## src/rtl/imm_pkg.sv

```systemverilog
// imm_pkg: shared immediate-format codes, RISC-V opcodes and the opcode-to-format decoder.
// Contents:
//   imm_fmt_e  - 3-bit immediate format code (R, I, S, B, U, J, Z, SH)
//   dec_t      - decoder result: format plus illegal flag
//   OP_*       - major opcode values recognised by the decoder
//   decode_fmt - maps a raw instruction to its format and illegal flag
package imm_pkg;

    typedef enum logic [2:0] {
        FMT_R  = 3'd0,
        FMT_I  = 3'd1,
        FMT_S  = 3'd2,
        FMT_B  = 3'd3,
        FMT_U  = 3'd4,
        FMT_J  = 3'd5,
        FMT_Z  = 3'd6,
        FMT_SH = 3'd7
    } imm_fmt_e;

    typedef struct packed {
        imm_fmt_e fmt;
        logic     illegal;
    } dec_t;

    localparam logic [6:0] OP_REG    = 7'b0110011;
    localparam logic [6:0] OP_LOAD   = 7'b0000011;
    localparam logic [6:0] OP_JALR   = 7'b1100111;
    localparam logic [6:0] OP_FENCE  = 7'b0001111;
    localparam logic [6:0] OP_IMM    = 7'b0010011;
    localparam logic [6:0] OP_SYSTEM = 7'b1110011;
    localparam logic [6:0] OP_STORE  = 7'b0100011;
    localparam logic [6:0] OP_BRANCH = 7'b1100011;
    localparam logic [6:0] OP_LUI    = 7'b0110111;
    localparam logic [6:0] OP_AUIPC  = 7'b0010111;
    localparam logic [6:0] OP_JAL    = 7'b1101111;

    // Every recognised opcode ends in 2'b11, so compressed encodings fall to the default arm.
    function automatic dec_t decode_fmt(input logic [31:0] inst);
        dec_t       d;
        logic [2:0] f3;
        f3 = inst[14:12];
        d  = '{fmt: FMT_R, illegal: 1'b0};
        case (inst[6:0])
            OP_REG:                     d.fmt = FMT_R;
            OP_LOAD, OP_JALR, OP_FENCE: d.fmt = FMT_I;
            OP_IMM:                     d.fmt = (f3 == 3'b001 || f3 == 3'b101) ? FMT_SH : FMT_I;
            OP_SYSTEM:                  d.fmt = f3[2] ? FMT_Z : FMT_I;
            OP_STORE:                   d.fmt = FMT_S;
            OP_BRANCH:                  d.fmt = FMT_B;
            OP_LUI, OP_AUIPC:           d.fmt = FMT_U;
            OP_JAL:                     d.fmt = FMT_J;
            default:                    d.illegal = 1'b1;
        endcase
        return d;
    endfunction

endpackage

```

## src/rtl/imm_extract.sv

```systemverilog
// imm_extract: combinational immediate extraction and extension for one instruction.
// Ports:
//   fmt  in  3     immediate format code
//   inst in  31:7  instruction bits above the opcode field
//   imm  out XLEN  sign- or zero-extended immediate
module imm_extract
    import imm_pkg::*;
#(
    parameter int XLEN = 32
) (
    input  imm_fmt_e         fmt,
    input  logic [31:7]      inst,
    output logic [XLEN-1:0]  imm
);

    // Size casts of signed operands sign-extend to XLEN, which also covers RV64 U-type.
    always_comb begin
        case (fmt)
            FMT_I:   imm = XLEN'($signed(inst[31:20]));
            FMT_S:   imm = XLEN'($signed({inst[31:25], inst[11:7]}));
            FMT_B:   imm = XLEN'($signed({inst[31], inst[7], inst[30:25], inst[11:8], 1'b0}));
            FMT_U:   imm = XLEN'($signed({inst[31:12], 12'b0}));
            FMT_J:   imm = XLEN'($signed({inst[31], inst[19:12], inst[20], inst[30:21], 1'b0}));
            FMT_Z:   imm = XLEN'(inst[19:15]);
            FMT_SH:  imm = XLEN'({(XLEN == 64) && inst[25], inst[24:20]});
            default: imm = '0;
        endcase
    end

endmodule

```

## src/rtl/immgen_pipe.sv

```systemverilog
// immgen_pipe: buffered RISC-V immediate generator with valid/ready input and a DEPTH-entry output FIFO.
// Ports:
//   clk, rst_n              clock, asynchronous active-low reset
//   flush                   synchronous FIFO clear; blocks concurrent push and pop
//   in_valid/in_ready       input handshake
//   in_inst, in_immsel      raw instruction, explicit format (AUTO_DECODE=0 only)
//   in_tag                  sideband tag carried with the entry
//   out_valid/out_ready     output handshake on the FIFO head
//   out_imm, out_fmt        head immediate and format code
//   out_illegal, out_tag    head illegal flag and tag
//   count                   FIFO occupancy
module immgen_pipe
    import imm_pkg::*;
#(
    parameter int XLEN        = 32,
    parameter int DEPTH       = 2,
    parameter int AUTO_DECODE = 1,
    parameter int TAG_W       = 5
) (
    input  logic                       clk,
    input  logic                       rst_n,
    input  logic                       flush,
    input  logic                       in_valid,
    output logic                       in_ready,
    input  logic [31:0]                in_inst,
    input  logic [2:0]                 in_immsel,
    input  logic [TAG_W-1:0]           in_tag,
    output logic                       out_valid,
    input  logic                       out_ready,
    output logic [XLEN-1:0]            out_imm,
    output logic [2:0]                 out_fmt,
    output logic                       out_illegal,
    output logic [TAG_W-1:0]           out_tag,
    output logic [$clog2(DEPTH):0]     count
);

    localparam int PW = $clog2(DEPTH);
    localparam int CW = PW + 1;

    typedef struct packed {
        logic [TAG_W-1:0] tag;
        logic             illegal;
        imm_fmt_e         fmt;
        logic [XLEN-1:0]  imm;
    } entry_t;

    entry_t [DEPTH-1:0] mem;
    entry_t             wr_entry;
    entry_t             head;
    dec_t               dec;
    imm_fmt_e           fmt;
    logic [XLEN-1:0]    imm;
    logic [PW-1:0]      wr_ptr;
    logic [PW-1:0]      rd_ptr;
    logic               push;
    logic               pop;

    assign dec = decode_fmt(in_inst);
    assign fmt = (AUTO_DECODE != 0) ? dec.fmt : imm_fmt_e'(in_immsel);

    imm_extract #(.XLEN(XLEN)) u_extract (
        .fmt  (fmt),
        .inst (in_inst[31:7]),
        .imm  (imm)
    );

    assign wr_entry = '{
        tag:     in_tag,
        illegal: (AUTO_DECODE != 0) ? dec.illegal : (in_inst[1:0] != 2'b11),
        fmt:     fmt,
        imm:     imm
    };

    assign in_ready  = (count < CW'(DEPTH)) && !flush;
    assign out_valid = (count != '0);
    assign push      = in_valid && in_ready;
    assign pop       = out_valid && out_ready && !flush;
    assign head      = mem[rd_ptr];

    // Empty FIFO presents zeros so stale storage never leaks out after reset, pop or flush.
    assign out_imm     = out_valid ? head.imm : '0;
    assign out_fmt     = out_valid ? head.fmt : FMT_R;
    assign out_illegal = out_valid && head.illegal;
    assign out_tag     = out_valid ? head.tag : '0;

    always_ff @(posedge clk) begin
        if (push) mem[wr_ptr] <= wr_entry;
    end

    always_ff @(posedge clk or negedge rst_n) begin
        if (!rst_n) begin
            wr_ptr <= '0;
            rd_ptr <= '0;
            count  <= '0;
        end else if (flush) begin
            wr_ptr <= '0;
            rd_ptr <= '0;
            count  <= '0;
        end else begin
            if (push) wr_ptr <= wr_ptr + PW'(1);
            if (pop) rd_ptr <= rd_ptr + PW'(1);
            count <= count + CW'(push) - CW'(pop);
        end
    end

endmodule
```

## config.mk

```make
export PLATFORM = sky130hd
export DESIGN_NAME = immgen_pipe
export DESIGN_NICKNAME = d
export VERILOG_FILES = /design/src/rtl/imm_pkg.sv /design/src/rtl/imm_extract.sv /design/src/rtl/immgen_pipe.sv
export SDC_FILE = /design/constraint.sdc
export NUM_CORES = 1
export LEC_CHECK = 0
export CORE_AREA = 2 2 83 116
export CTS_CLUSTER_SIZE = 25
export DETAILED_ROUTE_END_ITERATION = 8
export DIE_AREA = 0 0 85 118
export GPL_TIMING_DRIVEN = 0
export PLACE_DENSITY = 0.73
export SYNTH_ARGS = -nofsm -noshare
export SYNTH_HDL_FRONTEND = slang
export SYNTH_SLANG_ARGS = --single-unit
```

## constraint.sdc

```tcl
create_clock -name clk -period 2.7 [get_ports clk]
set_input_delay 0.27 -clock clk [delete_from_list [all_inputs] [get_ports clk]]
set_output_delay 0.27 -clock clk [all_outputs]
set_load 0.005 [all_outputs]
```

==> results.py <==
metrics = {
    "grt": {
        "grt_use_total_pct": 17.55,
        "largest_net_degree_at_the_start_of_global_routing": 28,
        "globalRoute.totalOverflow": 0,
        "antenna_violations_before_repair": 0,
        "first_global_vias": 2721,
        "global_route_wire_length_before_repair_mm": 13.46,
    },
    "critical_path": {
        "r2r.worst_path.cells": 9,
        "setup.reg_to_reg.worst_slack_ns": 0.77,
        "timing.critical_path.to_type": "output pin",
        "startpoint_type": "flip-flop",
        "worst-endpoint-required_ns": 2.43,
        "path_class": "flip-flop to output pin",
        "cp_data_arrival_time_ns": 2.19,
        "reg2reg_to": "count[1]",
        "crit-reg2reg-launch": "count[1]",
        "crit_path_max_fanout": 10,
    },
    "outcome": {
        "outcome": "complete, no violations",
    },
    "place": {
        "gp_routability_congestion": 0.9612,
        "port-buffer-count": 83,
        "placedInstanceArea_sq_um": 5050,
        "place_inst": 505,
        "dp_hpwl_mm": 6.254,
    },
    "pwr": {
        "max-vdd-ir-drop_v": 0.0004145,
        "power.static_leakage_nw": 1.904,
        "power-per-cell-area_nw_per_um2": 686.2,
    },
    "synth": {
        "synth_area_in_simple_gates_pct": 12.93,
        "synth-edff-count": 82,
        "average_footprint_of_a_synthesized_cell_sq_um": 12.90,
        "synth-async-reset-ratio_pct": 4.651,
        "yosys.cell_types.count": 51,
        "largest_family_of_logic_cells_by_synthesized_area": "simple AND/OR/NAND/NOR gates",
        "ys.flop_type": "sky130_fd_sc_hd__edfxtp_1",
        "post_synth_fa_ha_maj_area_fraction_pct": 0.6200,
        "share_of_cell_area_taken_by_muxes_after_synthesis_pct": 10.42,
        "synthDominantCellAreaShare_pct": 61.00,
        "synthesis.instances": 313,
        "ys_top_cells_by_area": "sky130_fd_sc_hd__edfxtp_1 61%, sky130_fd_sc_hd__mux2i_1 10%, sky130_fd_sc_hd__nor2_1 4.8%",
        "mappedNetlistArea_sq_um": 4036,
        "ys_seq_elements": 86,
        "synthesized_netlist_net_count": 360,
        "synth-compound-area-share_pct": 8.524,
        "synth-warning-count": 0,
        "seq_area_frac_synth_pct": 63.48,
        "synth-xor-area-share_pct": 1.271,
        "synthDominantAreaCellType": "sky130_fd_sc_hd__edfxtp_1",
    },
    "routing": {
        "starting_drt_drc_count": 164,
        "drt_pre_antenna_iters": 4,
        "route.detailed.wl_per_inst_um": 16.33,
        "vias_per_cell": 5.280,
        "detail_route.drc_violations": 0,
        "drtAntennaViolNets": 0,
        "num_vias": 2751,
        "finalWirelength_mm": 8.508,
    },
    "floorplanning": {
        "rows": 41,
        "io_pins": 90,
        "fp.dieH_um": 118,
        "design.die.area_sq_um": 10030,
        "initial_core_utilization_pct": 44.96,
        "core_region_area_sq_um": 8977,
        "die_width_um": 85,
    },
    "layout": {
        "antenna_cells_inserted": 0,
        "syn2layout_area_growth_pct": 32.49,
        "fraction_of_final_layout_cells_with_drive_strength_greater_than_1_pct": 10.87,
        "filler_cell_count": 734,
        "final_net_count": 456,
        "stdcell_area_sq_um": 5348,
        "utilization_pct": 59.57,
        "fin_cells": 521,
    },
    "clock_tree": {
        "post-cts-setup-buffers": 0,
        "cts.sink_count": 86,
        "htree_num_levels": 3,
        "cts-buffers-inserted": 9,
        "hold_buffers": 0,
        "clk_latency_ns": 0.34,
        "cts.clk_slew.worst_paths_ns": 0.06,
        "clock_path_buffers": 2,
        "clockRootBuffer": "sky130_fd_sc_hd__clkbuf_16",
        "cts_tree": "done",
    },
    "sta": {
        "slew_headroom_pct": 54.48,
        "timing_max_transition_violations_final": 0,
        "worst_clock_skew_ns": 0.004671,
        "grt_setup_unrepaired": "no",
        "post_route_minimum_period_ns": 2.465,
        "setup_tns_ns": 0,
        "report.final.hold_viol_count": 0,
        "whs_ns": 0.1399,
        "worst-slew-pin-transition_ns": 0.6798,
        "setup_violations": 0,
        "max_clock_freq_mhz": 405.7,
        "final.period_utilization_pct": 91.28,
    },
    "hold_path": {
        "hold_crit_path_type": "primary input to asynchronous set/reset pin",
    },
    "run": {
        "timing.max_cap.violations": 0,
    },
}
layout by cell type (no fill, tap or decap), types with 2 or more instances in the layout:
cell type | Yosys | final
sky130_fd_sc_hd__clkbuf_2 | 0 | 3
sky130_fd_sc_hd__o21ai_1 | 8 | 8
sky130_fd_sc_hd__clkbuf_1 | 5 | 5
sky130_fd_sc_hd__xnor2_1 | 2 | 2
sky130_fd_sc_hd__nor2_1 | 52 | 51
sky130_fd_sc_hd__a22oi_1 | 2 | 2
sky130_fd_sc_hd__nor2b_1 | 6 | 6
sky130_fd_sc_hd__a21boi_0 | 6 | 6
sky130_fd_sc_hd__a21o_1 | 4 | 4
sky130_fd_sc_hd__edfxtp_1 | 82 | 82
sky130_fd_sc_hd__clkinvlp_4 | 0 | 2
sky130_fd_sc_hd__buf_12 | 0 | 2
sky130_fd_sc_hd__ha_1 | 2 | 2
sky130_fd_sc_hd__o21ai_2 | 3 | 3
sky130_fd_sc_hd__or2_2 | 2 | 2
sky130_fd_sc_hd__buf_6 | 2 | 2
sky130_fd_sc_hd__inv_1 | 5 | 5
sky130_fd_sc_hd__a22o_1 | 5 | 5
sky130_fd_sc_hd__dfrtp_1 | 4 | 4
sky130_fd_sc_hd__nand2_1 | 26 | 26
sky130_fd_sc_hd__mux2i_1 | 42 | 42
sky130_fd_sc_hd__xor2_1 | 2 | 2
sky130_fd_sc_hd__buf_2 | 5 | 7
sky130_fd_sc_hd__clkbuf_16 | 0 | 9
sky130_fd_sc_hd__clkdlybuf4s50_1 | 0 | 83
sky130_fd_sc_hd__nand3_1 | 10 | 10
sky130_fd_sc_hd__and3_1 | 4 | 3
sky130_fd_sc_hd__o211ai_1 | 2 | 2
metal layers:
metal	vias to the layer above	GRT usage (%)	routed length [um]
met4	0	10.32	227
li1	1344	-	-
met3	17	3.086	429
met5	-	0	0
met2	101	29.98	4559
met1	1289	20.22	3291
metrics by stage:
stage | setup slack, ns | power, W
2_1_floorplan | 0.5151 | 0.002041
3_3_place_gp | -0.4686 | 0.002496
3_5_place_dp | 0.1178 | 0.002523
4_1_cts | 0.01505 | 0.003712
5_1_grt | 0.04540 | 0.003831
6_report | 0.2354 | 0.003670
power breakdown:
| group | leakage, nW | internal [W] | switching, W | total [W] |
|---|---|---|---|---|
| Clock | 0.136 | 0.000712 | 0.000472 | 0.00118 |
| Sequential | 0.815 | 0.00156 | 0.0000283 | 0.00159 |
| Combinational | 0.953 | 0.000477 | 0.000421 | 0.000898 |
critical path, cell delays in order, from the launching register on:
cell and delay, ns:
sky130_fd_sc_hd__dfrtp_1 0.43, sky130_fd_sc_hd__nor2_1 0.40, sky130_fd_sc_hd__clkbuf_1 0.42, sky130_fd_sc_hd__nor2_1 0.14, sky130_fd_sc_hd__clkdlybuf4s50_1 0.47
registers in the layout, indices dropped and copies added (netlist names):
name    count
count       2
mem        82
rd_ptr      1
wr_ptr      1
worst max-delay path by stage:
stage / startpoint / to / slack [ns]
global route: count[1] / out_imm[30] / 0.05
CTS: rd_ptr / out_imm[12] / 0.02
floorplan: count[1] / mem[0] / 0.52
global placement: flush / mem[15] / -0.47
detailed placement: in_inst[4] / mem[15] / 0.12
finish: count[1] / out_imm[21] / 0.24
Yosys cell counts, types with 2 or more instances:
library cell	number
sky130_fd_sc_hd__inv_1	5
sky130_fd_sc_hd__ha_1	2
sky130_fd_sc_hd__nor2_1	52
sky130_fd_sc_hd__buf_1	5
sky130_fd_sc_hd__mux2i_1	42
sky130_fd_sc_hd__o21ai_2	3
sky130_fd_sc_hd__clkbuf_1	5
sky130_fd_sc_hd__a21o_1	4
sky130_fd_sc_hd__or2_2	2
sky130_fd_sc_hd__nor2b_1	6
sky130_fd_sc_hd__nand3_1	10
sky130_fd_sc_hd__edfxtp_1	82
sky130_fd_sc_hd__a21boi_0	6
sky130_fd_sc_hd__o21ai_1	8
sky130_fd_sc_hd__xor2_1	2
sky130_fd_sc_hd__o211ai_1	2
sky130_fd_sc_hd__a22o_1	5
sky130_fd_sc_hd__a22oi_1	2
sky130_fd_sc_hd__buf_6	2
sky130_fd_sc_hd__dfrtp_1	4
sky130_fd_sc_hd__and3_1	4
sky130_fd_sc_hd__buf_2	5
sky130_fd_sc_hd__nand2_1	26
sky130_fd_sc_hd__xnor2_1	2
repair_timing:
| action | in CTS | in global routing |
|---|---|---|
| endpoints found under the setup margin | 5 | 23 |
| pin swaps | 0 | 0 |
| resized for setup | 2 | 4 |
kinds of logic (layout without fill, tap and decap cells):
| kind of cell | Yosys count | in the layout |
|---|---|---|
| AO/OA/AOI/OAI | 43 | 43 |
| XOR/XNOR | 5 | 5 |
| adder cells (fa/ha/maj) | 2 | 2 |
| buffers and inverters | 23 | 124 |
| flip-flops | 86 | 86 |
| multiplexers | 42 | 42 |
| AND/OR/NAND/NOR | 112 | 112 |
final cells by class:
| class | instances | area [sq um] | area share (%) |
|---|---|---|---|
| multi-input cells | 204 | 1371 | 25.64 |
| inverters | 5 | 18.77 | 0.3510 |
| flip-flops and latches | 86 | 2562 | 47.92 |
| plain buffers | 18 | 98.84 | 1.848 |
| clock buffers | 10 | 229.0 | 4.282 |
| repair buffers | 85 | 870.8 | 16.28 |
| clock inverters | 6 | 62.56 | 1.170 |
| well taps | 107 | 133.9 | 2.504 |
Power figures use the tool's default switching activity.
